$ cat config.mk
export PLATFORM = sky130hd
export DESIGN_NAME = hazard_ctrl
export DESIGN_NICKNAME = d
export VERILOG_FILES = /design/src/rtl/hazard_ctrl_pkg.sv /design/src/rtl/hazard_ctrl_forward_unit.sv /design/src/rtl/hazard_ctrl.sv
export SDC_FILE = /design/constraint.sdc
export NUM_CORES = 1
export LEC_CHECK = 0
export CAP_MARGIN = 20
export CORE_ASPECT_RATIO = 1.1
export CORE_MARGIN = 2
export CORE_UTILIZATION = 40
export CTS_CLUSTER_SIZE = 12
export DETAILED_ROUTE_END_ITERATION = 12
export PLACE_DENSITY = 0.73
export SYNTH_ARGS = -nofsm -noshare
export SYNTH_HDL_FRONTEND = slang
export SYNTH_SLANG_ARGS = --single-unit
$ cat constraint.sdc
create_clock -name clk -period 6.75 [get_ports clk]
set_clock_uncertainty 0.2 [all_clocks]
set_input_delay 1.35 -clock clk [delete_from_list [all_inputs] [get_ports clk]]
set_output_delay 1.35 -clock clk [all_outputs]
set_load 0.05 [all_outputs]
$ cat src/rtl/hazard_ctrl_pkg.sv
// Shared constants for the pipeline hazard controller: forwarding source codes,
// controller state encodings and register-index width.
package hazard_ctrl_pkg;

  localparam int REG_IDX_WIDTH = 5;

  localparam logic [1:0] FWD_SRC_REG = 2'b00;
  localparam logic [1:0] FWD_SRC_MEM = 2'b10;
  localparam logic [1:0] FWD_SRC_WB  = 2'b01;

  localparam logic [1:0] HZ_ST_RUN      = 2'b00;
  localparam logic [1:0] HZ_ST_MEM_WAIT = 2'b01;
  localparam logic [1:0] HZ_ST_FAULT    = 2'b10;

endpackage

$ cat src/rtl/hazard_ctrl_forward_unit.sv
// Operand forwarding selects for the two ALU inputs in EX.
// The youngest producer (EX/MEM) wins over the older one (MEM/WB).
module forward_unit
  import hazard_ctrl_pkg::*;
(
  input  logic [REG_IDX_WIDTH-1:0] ex_rs1,
  input  logic [REG_IDX_WIDTH-1:0] ex_rs2,
  input  logic [REG_IDX_WIDTH-1:0] mem_rd,
  input  logic                     mem_regWrite,
  input  logic [REG_IDX_WIDTH-1:0] wb_rd,
  input  logic                     wb_regWrite,
  output logic [1:0]               fwdA,
  output logic [1:0]               fwdB
);

  function automatic logic [1:0] pick_src(input logic [REG_IDX_WIDTH-1:0] rs);
    logic [1:0] src;
    src = FWD_SRC_REG;
    if (mem_regWrite && (mem_rd != '0) && (mem_rd == rs)) begin
      src = FWD_SRC_MEM;
    end else if (wb_regWrite && (wb_rd != '0) && (wb_rd == rs)) begin
      src = FWD_SRC_WB;
    end
    return src;
  endfunction

  always_comb begin
    fwdA = pick_src(ex_rs1);
    fwdB = pick_src(ex_rs2);
  end

endmodule

$ cat src/rtl/hazard_ctrl.sv
// Pipeline sequencing controller: stalls, flushes, forwarding selects,
// data-memory wait tracking with timeout fault, and a stall-cycle counter.
module hazard_ctrl
  import hazard_ctrl_pkg::*;
#(
  parameter int MEM_TIMEOUT = 16,
  parameter int CNT_W       = 32
) (
  input  logic                     clk,
  input  logic                     rst,
  input  logic [REG_IDX_WIDTH-1:0] id_rs1,
  input  logic [REG_IDX_WIDTH-1:0] id_rs2,
  input  logic                     id_useRs1,
  input  logic                     id_useRs2,
  input  logic [REG_IDX_WIDTH-1:0] ex_rd,
  input  logic                     ex_memRead,
  input  logic                     ex_regWrite,
  input  logic                     ex_redirect,
  input  logic [REG_IDX_WIDTH-1:0] ex_rs1,
  input  logic [REG_IDX_WIDTH-1:0] ex_rs2,
  input  logic [REG_IDX_WIDTH-1:0] mem_rd,
  input  logic                     mem_regWrite,
  input  logic                     mem_req,
  input  logic                     dmem_ready,
  input  logic [REG_IDX_WIDTH-1:0] wb_rd,
  input  logic                     wb_regWrite,
  output logic                     pc_en,
  output logic                     ifid_en,
  output logic                     idex_en,
  output logic                     exmem_en,
  output logic                     ifid_flush,
  output logic                     idex_flush,
  output logic                     memwb_flush,
  output logic [1:0]               fwdA,
  output logic [1:0]               fwdB,
  output logic                     fault,
  output logic [CNT_W-1:0]         stall_cycles
);

  localparam logic [4:0] TIMEOUT_CNT = 5'(MEM_TIMEOUT);

  logic [1:0]       state_q, state_d;
  logic [4:0]       wait_cnt_q, wait_cnt_d;
  logic [CNT_W-1:0] stall_cycles_q, stall_cycles_d;

  logic [1:0] fwd_a_raw, fwd_b_raw;
  logic       mem_stall, load_use, mem_done, ex_writes_unused;

  forward_unit u_forward_unit (
    .ex_rs1       (ex_rs1),
    .ex_rs2       (ex_rs2),
    .mem_rd       (mem_rd),
    .mem_regWrite (mem_regWrite),
    .wb_rd        (wb_rd),
    .wb_regWrite  (wb_regWrite),
    .fwdA         (fwd_a_raw),
    .fwdB         (fwd_b_raw)
  );

  // A load always writes a register, so ex_regWrite does not qualify load-use.
  assign ex_writes_unused = ex_regWrite;

  always_comb begin
    mem_done  = mem_req && dmem_ready;
    mem_stall = (mem_req && !dmem_ready) || (state_q == HZ_ST_FAULT);
    load_use  = ex_memRead && (ex_rd != '0) &&
                ((id_useRs1 && (id_rs1 == ex_rd)) || (id_useRs2 && (id_rs2 == ex_rd)));
  end

  always_comb begin
    state_d    = state_q;
    wait_cnt_d = wait_cnt_q;
    case (state_q)
      HZ_ST_RUN: begin
        if (mem_stall) begin
          state_d    = HZ_ST_MEM_WAIT;
          wait_cnt_d = 5'd1;
        end
      end
      HZ_ST_MEM_WAIT: begin
        if (mem_done) begin
          state_d    = HZ_ST_RUN;
          wait_cnt_d = '0;
        end else if (wait_cnt_q == TIMEOUT_CNT) begin
          state_d = HZ_ST_FAULT;
        end else begin
          wait_cnt_d = wait_cnt_q + 5'd1;
        end
      end
      HZ_ST_FAULT: begin
        state_d = HZ_ST_FAULT;
      end
      default: begin
        state_d    = HZ_ST_RUN;
        wait_cnt_d = '0;
      end
    endcase
  end

  // Sequencing priority: reset > memory stall/fault > redirect > load-use > run.
  always_comb begin
    pc_en       = 1'b1;
    ifid_en     = 1'b1;
    idex_en     = 1'b1;
    exmem_en    = 1'b1;
    ifid_flush  = 1'b0;
    idex_flush  = 1'b0;
    memwb_flush = 1'b0;
    fwdA        = fwd_a_raw;
    fwdB        = fwd_b_raw;
    if (rst) begin
      pc_en       = 1'b0;
      ifid_en     = 1'b0;
      idex_en     = 1'b0;
      exmem_en    = 1'b0;
      ifid_flush  = 1'b1;
      idex_flush  = 1'b1;
      memwb_flush = 1'b1;
      fwdA        = FWD_SRC_REG;
      fwdB        = FWD_SRC_REG;
    end else if (mem_stall) begin
      pc_en       = 1'b0;
      ifid_en     = 1'b0;
      idex_en     = 1'b0;
      exmem_en    = 1'b0;
      memwb_flush = 1'b1;
    end else if (ex_redirect) begin
      ifid_flush = 1'b1;
      idex_flush = 1'b1;
    end else if (load_use) begin
      pc_en      = 1'b0;
      ifid_en    = 1'b0;
      idex_flush = 1'b1;
    end
  end

  always_comb begin
    stall_cycles_d = stall_cycles_q;
    if (!pc_en) begin
      stall_cycles_d = stall_cycles_q + {{(CNT_W-1){1'b0}}, 1'b1};
    end
  end

  always_ff @(posedge clk) begin
    if (rst) begin
      state_q        <= HZ_ST_RUN;
      wait_cnt_q     <= '0;
      stall_cycles_q <= '0;
    end else begin
      state_q        <= state_d;
      wait_cnt_q     <= wait_cnt_d;
      stall_cycles_q <= stall_cycles_d;
    end
  end

  assign fault        = (state_q == HZ_ST_FAULT);
  assign stall_cycles = stall_cycles_q;

endmodule

== Yosys cells after proc, flatten, opt, wreduce, memory -nomap -nowiden ==
Index checks and enable logic that the tools add are counted.

* RAM bits: 0
* Input bits: 46
* Output and inout port bits: 44
* Latch bits: 0
* Memories: 0
* Memory bits (read-only): 0
* Flip-flop bits (word level): 39

* $lt $le $gt $ge: 0
* Muxes and demuxes: 29
* Bitwise gates (word level): 1
* Eq/ne operators: 12
* Reduce and logical (&&, ||, !) cells: 21
* Div/mod/pow operators: 0
* $mul: 0
* Shifts and indexed selects: 0
* Add/subtract/negate cells: 2

{| class="wikitable"
|+ Operators with widths
! operator !! count
|-
| 32-bit by 1-bit adder with 32-bit output, second input constant || 1
|-
| 5-bit equality test || 6
|-
| 1-bit 2-to-1 mux || 17
|-
| 5-bit 2-to-1 mux || 3
|-
| 5-bit case mux with 3 select lines || 1
|-
| 5-bit nonzero test || 3
|-
| 2-bit 2-to-1 mux || 7
|-
| 1-bit logical AND || 12
|-
| 3-bit != test, second input constant || 2
|-
| 2-bit case mux with 3 select lines || 1
|-
| 5-bit by 1-bit adder with 5-bit output, second input constant || 1
|-
| 5-bit equality test, second input constant || 1
|-
| 3-bit AND reduction || 1
|-
| 2-bit by 1-bit equality test with 1-bit output, second input constant || 1
|-
| 2-bit equality test, second input constant || 1
|-
| 2-bit zero test || 1
|-
| 1-bit logical OR || 2
|-
| 2-bit != test, second input constant || 1
|-
| 2-bit AND reduction || 1
|-
| 1-bit zero test || 1
|-
| 1-bit inverter || 1
|}

== Longest topological paths before layout ==
Gate-level depths: netlist of the first run.

* Depth after elaboration: 8
* Gate-level depth with buffers: 10

== Hierarchy ==
From an unflattened synthesis of the first run, not the netlist that was laid out.

* Cells, all modules: 306
* Area total of the unflattened synthesis: 2464.9 µm²

{| class="wikitable"
|+ By module, submodules not included
! module !! cells each !! area an instance (µm²) !! instances
|-
| hazard_ctrl || 272 || 2207.1 || 1
|-
| forward_unit || 34 || 257.7 || 1
|}

== Worst setup path before layout of the first run ==
OpenSTA, ideal clock, no wires.

* Path type: input to output
* Start: input mem_rd[1]
* End: output fwdB[0]
* Slack: 1380 ps
* Stages on the path: 4
* Path buffers: 0
* Data required time: 5200 ps
* Arrival time: 3820 ps
* Cell sequence: or4_1 > o21ai_0 > nor3_1 > nor4_1

* Word-level cells in the longest chain between the ends: 5

{| class="wikitable"
|+ Ends and longest elaborated chain
! element !! line !! RTL
|-
| start, declared || hazard_ctrl.sv:21 || <nowiki>input logic [REG_IDX_WIDTH-1:0] mem_rd,</nowiki>
|-
| 5-bit nonzero test || hazard_ctrl_forward_unit.sv:19 || <nowiki>if (mem_regWrite && (mem_rd != '0) && (mem_rd == rs)) begin</nowiki>
|-
| 1-bit logical AND || hazard_ctrl_forward_unit.sv:19 ||
|-
| 1-bit logical AND (*) || hazard_ctrl_forward_unit.sv:19 ||
|-
| 2-bit 2-to-1 mux (*) || hazard_ctrl_forward_unit.sv:19 ||
|-
| 2-bit 2-to-1 mux (*) || hazard_ctrl.sv:111 || <nowiki>if (rst) begin</nowiki>
|-
| end, declared || hazard_ctrl.sv:35 || <nowiki>output logic [1:0] fwdB,</nowiki>
|}

Mark *: on every way between the ends. The rest lies on a longest branch, timed or not.

== Worst setup path in the final report of the first run ==
Ends and elaborated chain as after synthesis.

==> metrics.md, run 1 <==
| Metric | Value |
|---|---|
| Crit path launch | mem_rd[1] |
| Placed Area | 0.00333 mm^2 |
| Static Leakage | 1.06 nW |
| Reg2reg start | state_q[0]$_SDFFE_PP0P_ |
| Min-delay src | stall_cycles[18]$_SDFFE_PP0N_ |
| I/O Buffers | 88 |
| Total CTS buffers | 5 |
| Maximum clock path buffer count | 2 |
| Detailed-route via count | 2501 |
| Rows | 29 |
| Die area | 0.00672 mm^2 |
| Die Span Y | 85.8 um |
| Worst-path clk slew | 0.07 ns |
| Pre-Repair DR Iteration Count | 4 |
| Post-synth ARST share | 0% |
| Fin cells | 461 |
| Net count after synthesis | 350 |
| ANT cells | 0 |
| Final hold vios | 0 |
| Fraction of layout cells with a size suffix above 1 | 5.21% |
| P&R area growth vs syn | 40.5% |
| Initial DRC Count | 120 |
| Worst slew pin tran | 0.755 ns |
| Path type of the worst setup path | input pin to primary output |
| H-Tree Level Count | 2 |
| Final Cycle Share | 81.7% |
| IO Pins | 90 |
| Sequential area share after synthesis | 32.1% |
| GRT Overall Usage | 18.0% |
| Worst min-delay path category | flip-flop to flip-flop |
| Vias in the first global route | 2297 |
| Critical path fanouts, max | 4 |
| FILL cells | 548 |
| Final Slew Violations | 0 |
| Status | finished, final reports clean |
| Post-DP HPWL | 4430 um |
| Largest net degree at the start of global routing | 44 |
| TritonCTS clock tree | yes |
| Top FF cell, synth | dfxtp_1 |
| Hold slack | 0.302 ns |
| Synth Warn # | 0 |
| WL final | 6020 um |
| Crit end category | primary output |
| Total of max-cap violations | 0 |
| Final setup TNS | 0 ns |
| Tmin final | 5.51 ns |
| Final Worst Setup Slack | 1.24 ns |
| CTS Hold Bufs | 0 |
| Post-layout nets | 432 |
| Core box area | 0.00581 mm^2 |
| Vias per std cell | 5.43 |
| Routability congestion estimate | 0.820 |
| Post-synthesis register bit count | 39 |
| Post-route cell area | 0.00342 mm^2 |
| Starting density of the core | 41.9% |
| Initial antenna violation count | 0 |
| DRC | 0 |
| GR Overflow Total | 0 |
| Cell area after synthesis | 0.00243 mm^2 |
| Peak Freq | 0.181 GHz |
| CP required | 5.20 ns |
| Cells after Synth | 301 |
| Average wire per cell in the routed design | 13.1 um |
| Worst-skew pair later-pin latency | 0.29 ns |
| RSZ-0062 raised after global routing | false |
| Clock sinks | 39 |
| Post-synth EDFFs | 0 |
| Die X | 78.3 um |
| Critical path startpoint category | input pin |
| Post-CTS Setup Bufs | 0 |
| Detail Route Antenna Nets | 0 |
| # setup viols final | 0 |
| Cell taking the most area after synthesis | dfxtp_1 |
| Clk root buf | clkbuf_8 |
| Slew HR | 49.0% |
| First-pass GRT wire length | 9780 um |
| Cell Count Post-Placement | 453 |
| Area contributors post-synth | dfxtp_1 32%, xnor2_1 8.3%, or4_1 6.8% |
| Pwr/cell area | 144 mW/mm^2 |
| Post-synth top area share | 32.1% |
| Synth cell types | 43 |
| Worst vdd ir | 0.0000777 V |
| Cts repair resizes | 0 |
| Arrival time worst endpoint | 3.96 ns |
| Syn avg cell area | 8.08 um^2 |
| Worst slack, placed | 1.22 ns |
power breakdown:
group	internal, mW	switching, mW	total [mW]	leakage (nW)
sequential	0.233	0.00401	0.237	0.315
clock	0.0726	0.0802	0.153	0.0422
combinational	0.0509	0.0528	0.104	0.707
total	0.357	0.137	0.494	1.06
synthesized netlist by cell type, types with 3 or more instances:
master,number
dfxtp_1,39
buf_4,4
xnor2_1,23
o31ai_1,18
a21oi_1,31
o21ai_0,11
clkbuf_1,6
ha_1,3
o21ai_1,3
nand2b_1,3
nor2_1,21
nand2_1,19
nand3_1,13
and4_1,3
nand4_1,12
or3_1,9
nor3_1,7
or4_1,22
nor4_1,4
inv_1,8
or2_2,3
xor2_1,12
per-layer routing:
metal | global-route usage, % | vias to the layer above | part of all wire (%)
met5 | 0 | - | 0
met4 | 6.54 | 0 | 1.5
met3 | 6.21 | 6 | 8.9
met2 | 30.6 | 86 | 46
met1 | 21.1 | 1137 | 44
li1 | - | 1272 | -
logic make-up (layout without fill, tap and decap cells):
kind of cell	after synthesis	count (layout)	synth area share [%]
buffers and inverters	23	106	4.89
muxes	2	2	0.926
xor gates and xnor gates	35	35	12.6
adders and majority gates	3	3	1.54
DFF	39	39	32.1
AOI/OAI and AO/OA	75	75	19.4
and+or+nand+nor	124	124	28.6
path summary, 6_finish.rpt:
| kind | end | slack [ns] | cells after the start |
|---|---|---|---|
| setup / recovery | fwdB[0] | 1.24 | 6 |
| hold / removal | stall_cycles[18]$_SDFFE_PP0N_ | 0.30 | 2 |
| setup reg to reg | stall_cycles[31]$_SDFFE_PP0N_ | 4.31 | 8 |
| hold reg to reg | stall_cycles[18]$_SDFFE_PP0N_ | 0.30 | 2 |
layout by cell type (no fill, tap or decap), types with 3 or more instances in the layout:
master,count
clkdlybuf4s50_1,88
nand4_1,12
nand2_1,19
inv_1,8
ha_1,3
nor2_1,21
nor3_1,7
and4_1,3
a21oi_1,31
nand3_1,13
nor4_1,4
o21ai_1,3
dfxtp_1,39
clkbuf_8,5
xor2_1,12
or2_2,3
or3_1,9
o21ai_0,11
o31ai_1,18
nand2b_1,3
or4_1,22
xnor2_1,23
flip-flops by register name (all words and copies together) (netlist names):
name / flops
stall_cycles: 32
state_q: 2
wait_cnt_q: 5
stage by stage:
step                power (mW)  util [%]
floorplan                0.300         -
global placement         0.346      57.4
detailed placement       0.347      57.4
CTS                      0.498      58.8
global route             0.516      58.8
finish                   0.494      58.8
worst max-delay path, stage by stage:
cell and delay [ns]:
clkdlybuf4s50_1 0.46, or4_1 0.53, o21ai_0 0.37, nor3_1 0.11
nor4_1 0.28, clkdlybuf4s50_1 0.86
final cells by class:
cell class	count	area [um^2]	area share, %
multi-input cells	239	1530	44.8
repair buffers	90	896	26.2
flip-flops and latches	39	781	22.9
well taps	77	96.3	2.82
clock buffers	7	76.3	2.23
inverters	8	30.0	0.879
clock inverters	1	5.00	0.147
Power figures use the tool's default switching activity.
==> run 2: changes to the inputs <==
clock period = 5.6 ns   (was 6.75 ns; I/O delays follow)
==> metrics.md, run 2 (synthesis gave the netlist of run 1 again) <==
| Metric | Value |
|---|---|
| Status | finished, final reports clean |
| Crit end category | primary output |
| Critical path fanouts, max | 4 |
| Tmin final | 4.95 ns |
| Fraction of layout cells with a size suffix above 1 | 6.27% |
| CTS Hold Bufs | 0 |
| Routability congestion estimate | 0.832 |
| Total of max-cap violations | 0 |
| Gate power share | 21.2% |
| H-Tree Level Count | 2 |
| Switching share of total power | 27.2% |
| Final Cycle Share | 88.4% |
| GRT Overall Usage | 18.1% |
| WL final | 6070 um |
| Starting density of the core | 41.9% |
| Die Span Y | 85.8 um |
| TritonCTS clock tree | yes |
| Worst-path clk slew | 0.07 ns |
| Path type of the worst setup path | input pin to primary output |
| Post-DP HPWL | 4550 um |
| Die area | 0.00672 mm^2 |
| Arrival time worst endpoint | 3.63 ns |
| Detail Route Antenna Nets | 0 |
| P_sw | 0.165 mW |
| Post-layout nets | 432 |
| IO Pins | 90 |
| ANT cells | 0 |
| Worst min-delay path category | flip-flop to flip-flop |
| Rows | 29 |
| Leading cell type in the layout, fill and taps excluded | clkdlybuf4s50_1 |
| Static Leakage | 1.08 nW |
| Worst slew pin tran | 0.832 ns |
| Pwr/cell area | 176 mW/mm^2 |
| Post-CTS Setup Bufs | 0 |
| Die X | 78.3 um |
| Final setup TNS | 0 ns |
| Clock sinks | 39 |
| Slew HR | 43.7% |
| Vias per std cell | 5.49 |
| Seq pwr share | 47.2% |
| Peak Freq | 0.202 GHz |
| Vias in the first global route | 2230 |
| Final Slew Violations | 0 |
| Cell Count Post-Placement | 453 |
| Largest net degree at the start of global routing | 40 |
| CP required | 4.28 ns |
| GR Overflow Total | 0 |
| # setup viols final | 0 |
| Total CTS buffers | 5 |
| Largest register FFs | 32 |
| Core box area | 0.00581 mm^2 |
| Maximum clock path buffer count | 2 |
| Clk network pwr share | 31.7% |
| Fin cells | 460 |
| RSZ-0062 raised after global routing | false |
| DRC | 0 |
| Worst-skew pair later-pin latency | 0.29 ns |
| Top Metal Used | met4 |
| Average wire per cell in the routed design | 13.2 um |
| Clk root buf | clkbuf_8 |
| P&R area growth vs syn | 42.0% |
| Met2 wire len | 2840 um |
| Final hold vios | 0 |
| Worst vdd ir | 0.0000873 V |
| Met1 Wirelength | 2640 um |
| Internal Power | 0.441 mW |
| Most frequent cells in the layout | 85 x clkdlybuf4s50_1, 39 x dfxtp_1, 31 x a21oi_1, 23 x xnor2_1, 22 x or4_1 |
| Cts repair resizes | 0 |
| I/O Buffers | 88 |
| Pre-Repair DR Iteration Count | 4 |
| Initial DRC Count | 108 |
| Critical path startpoint category | input pin |
| Met3 wire length | 504 um |
| Initial antenna violation count | 0 |
| Detailed-route via count | 2526 |
| First-pass GRT wire length | 9880 um |
| Overall power | 0.606 mW |
==> run 2: final timing paths <==
path                                      start                       endpoint  slack, ns  cells past startpoint
hold reg to reg   stall_cycles[26]$_SDFFE_PP0N_  stall_cycles[26]$_SDFFE_PP0N_       0.30                      2
setup reg to reg        state_q[0]$_SDFFE_PP0P_  stall_cycles[31]$_SDFFE_PP0N_       3.18                      8
setup / recovery                      mem_rd[1]                        fwdA[0]       0.65                      6
hold / removal    stall_cycles[26]$_SDFFE_PP0N_  stall_cycles[26]$_SDFFE_PP0N_       0.30                      2
==> run 2: critical path: stages <==
cell and delay (ns):
clkdlybuf4s50_1 0.46, or4_1 0.53, o21ai_0 0.36, nor3_1 0.11
nor3_1 0.22, clkdlybuf4s50_1 0.83
==> run 2: area by class of cell <==
cell class | instances | area, um^2
inverter | 8 | 30.0
timing repair buffer | 90 | 926
multi-input combinational | 239 | 1530
tap | 77 | 96.3
clock inverter | 1 | 5.00
sequential | 39 | 781
clock buffer | 6 | 82.6
fill | 538 | 2350
==> run 2: metal layers <==
| metal | GRT usage, % | vias to the layer above |
|---|---|---|
| li1 | - | 1276 |
| met1 | 21.8 | 1133 |
| met2 | 31.0 | 110 |
| met3 | 5.58 | 7 |
| met4 | 5.74 | 0 |
| met5 | 0 | - |
==> run 2: per-stage QoR <==
stage | area (um^2) | worst slack, ns | util [%] | hold WS, ns
2_1_floorplan | 2430 | 0.690 | - | 0.271
3_3_place_gp | 3360 | 0.651 | 58.0 | 0.278
3_5_place_dp | 3360 | 0.639 | 58.0 | 0.291
4_1_cts | 3450 | 0.625 | 59.5 | 0.301
5_1_grt | 3450 | 0.522 | 59.5 | 0.323
6_report | 3450 | 0.649 | 59.5 | 0.300
==> run 2: power by group through the flow <==
stage / clock (mW) / sequential, mW / combinational, mW
after CTS: 0.197 / 0.286 / 0.129
after global placement: 0 / 0.292 / 0.128
after global routing: 0.209 / 0.286 / 0.139
final: 0.192 / 0.286 / 0.128
after floorplan: 0 / 0.297 / 0.0653
after detailed placement: 0 / 0.292 / 0.129
==> run 3: changes to the inputs <==
REMOVE_ABC_BUFFERS = 1   (was default)
==> metrics.md, run 3 (synthesis gave the netlist of run 1 again) <==
| Metric | Value |
|---|---|
| Status | finished, final reports clean |
| Total of max-cap violations | 0 |
| Largest net degree at the start of global routing | 32 |
| P&R area growth vs syn | 41.7% |
| Final Cycle Share | 88.4% |
| Final hold vios | 0 |
| Detail Route Antenna Nets | 0 |
| Worst vdd ir | 0.0000930 V |
| Core box area | 0.00581 mm^2 |
| Tmin final | 4.95 ns |
| Detailed-route via count | 2515 |
| Leading cell type in the layout, fill and taps excluded | clkdlybuf4s50_1 |
| TritonCTS clock tree | yes |
| IO Pins | 90 |
| Clock sinks | 39 |
| Starting density of the core | 41.9% |
| CTS Hold Bufs | 0 |
| First-pass GRT wire length | 10300 um |
| Worst-path clk slew | 0.07 ns |
| Initial antenna violation count | 0 |
| CP required | 4.28 ns |
| Post-route cell area | 0.00344 mm^2 |
| GRT Overall Usage | 19.0% |
| Critical path startpoint category | input pin |
| Clk root buf | clkbuf_8 |
| Final Slew Violations | 0 |
| Slew HR | 49.8% |
| FILL cells | 554 |
| Initial DRC Count | 117 |
| Post-CTS Setup Bufs | 0 |
| RSZ-0062 raised after global routing | false |
| H-Tree Level Count | 2 |
| Post-layout nets | 433 |
| Maximum clock path buffer count | 2 |
| Arrival time worst endpoint | 3.63 ns |
| Largest register FFs | 32 |
| Post-DP HPWL | 4700 um |
| Util after Layout | 59.3% |
| Most frequent cells in the layout | 85 x clkdlybuf4s50_1, 39 x dfxtp_1, 31 x a21oi_1, 23 x xnor2_1, 22 x or4_1 |
| Cts repair resizes | 0 |
| ANT cells | 0 |
| Routability congestion estimate | 0.763 |
| Worst min-delay path category | flip-flop to flip-flop |
| WL final | 6230 um |
| Static Leakage | 1.08 nW |
| DRC | 0 |
| I/O Buffers | 88 |
| Total CTS buffers | 5 |
| Worst-skew pair later-pin latency | 0.29 ns |
| GR Overflow Total | 0 |
| Hold slack | 0.295 ns |
| Pre-Repair DR Iteration Count | 5 |
| Worst slew pin tran | 0.743 ns |
| Die Span Y | 85.8 um |
| Overall power | 0.594 mW |
| Vias per std cell | 5.47 |
| Die area | 0.00672 mm^2 |
| Placed Area | 0.00337 mm^2 |
| Die X | 78.3 um |
| Rows | 29 |
| # setup viols final | 0 |
| Fraction of layout cells with a size suffix above 1 | 6.01% |
| Final setup TNS | 0 ns |
| Vias in the first global route | 2337 |
| Peak Freq | 0.202 GHz |
| Path type of the worst setup path | input pin to primary output |
| Critical path fanouts, max | 4 |
| Average wire per cell in the routed design | 13.5 um |
| Pwr/cell area | 172 mW/mm^2 |
| Crit end category | primary output |
-- run 3: cell count changes in the layout (fill, tap and decap cells not counted), sizes merged --
cell,before,now
clkinv,1,0
buf,5,6
-- run 3: layout make-up --
cell class | count | area [um^2] | share of cell area [%]
clock buffers | 6 | 72.6 | 2.11
inverters | 8 | 30.0 | 0.872
multi-input cells | 239 | 1530 | 44.5
flip-flops and latches | 39 | 781 | 22.7
well taps | 77 | 96.3 | 2.80
repair buffers | 91 | 933 | 27.1
-- run 3: routing by layer --
metal  GRT usage, %  routed length, um
met5              0                  0
met1           22.3               2710
met3           5.68                444
met2           32.4               2960
met4           7.81                119
-- run 3: report_power, final --
group | leakage [nW] | switching [mW] | total [mW] | internal (mW)
logic | 0.727 | 0.0657 | 0.130 | 0.0640
clock network | 0.0371 | 0.0955 | 0.179 | 0.0831
registers | 0.315 | 0.00480 | 0.286 | 0.281
total | 1.08 | 0.166 | 0.594 | 0.428
-- run 3: final timing paths --
check | start | end | slack (ns) | cells after the start
setup / recovery | mem_rd[1] | fwdA[0] | 0.65 | 6
hold / removal | stall_cycles[30]$_SDFFE_PP0N_ | stall_cycles[30]$_SDFFE_PP0N_ | 0.29 | 2
setup reg to reg | stall_cycles[3]$_SDFFE_PP0N_ | stall_cycles[18]$_SDFFE_PP0N_ | 3.17 | 6
hold reg to reg | stall_cycles[30]$_SDFFE_PP0N_ | stall_cycles[30]$_SDFFE_PP0N_ | 0.29 | 2
-- run 3: stage by stage --
step / worst slack (ns) / std cells
6_report: 0.651 / 460
5_1_grt: 0.394 / 460
4_1_cts: 0.627 / 460
3_5_place_dp: 0.651 / 454
3_3_place_gp: 0.652 / 454
2_1_floorplan: 0.690 / 286
-- run 3: worst max-delay path: stages --
cell,delay (ns)
clkdlybuf4s50_1,0.47
or4_1,0.53
o21ai_0,0.34
nor3_1,0.12
nor3_1,0.22
clkdlybuf4s50_1,0.84
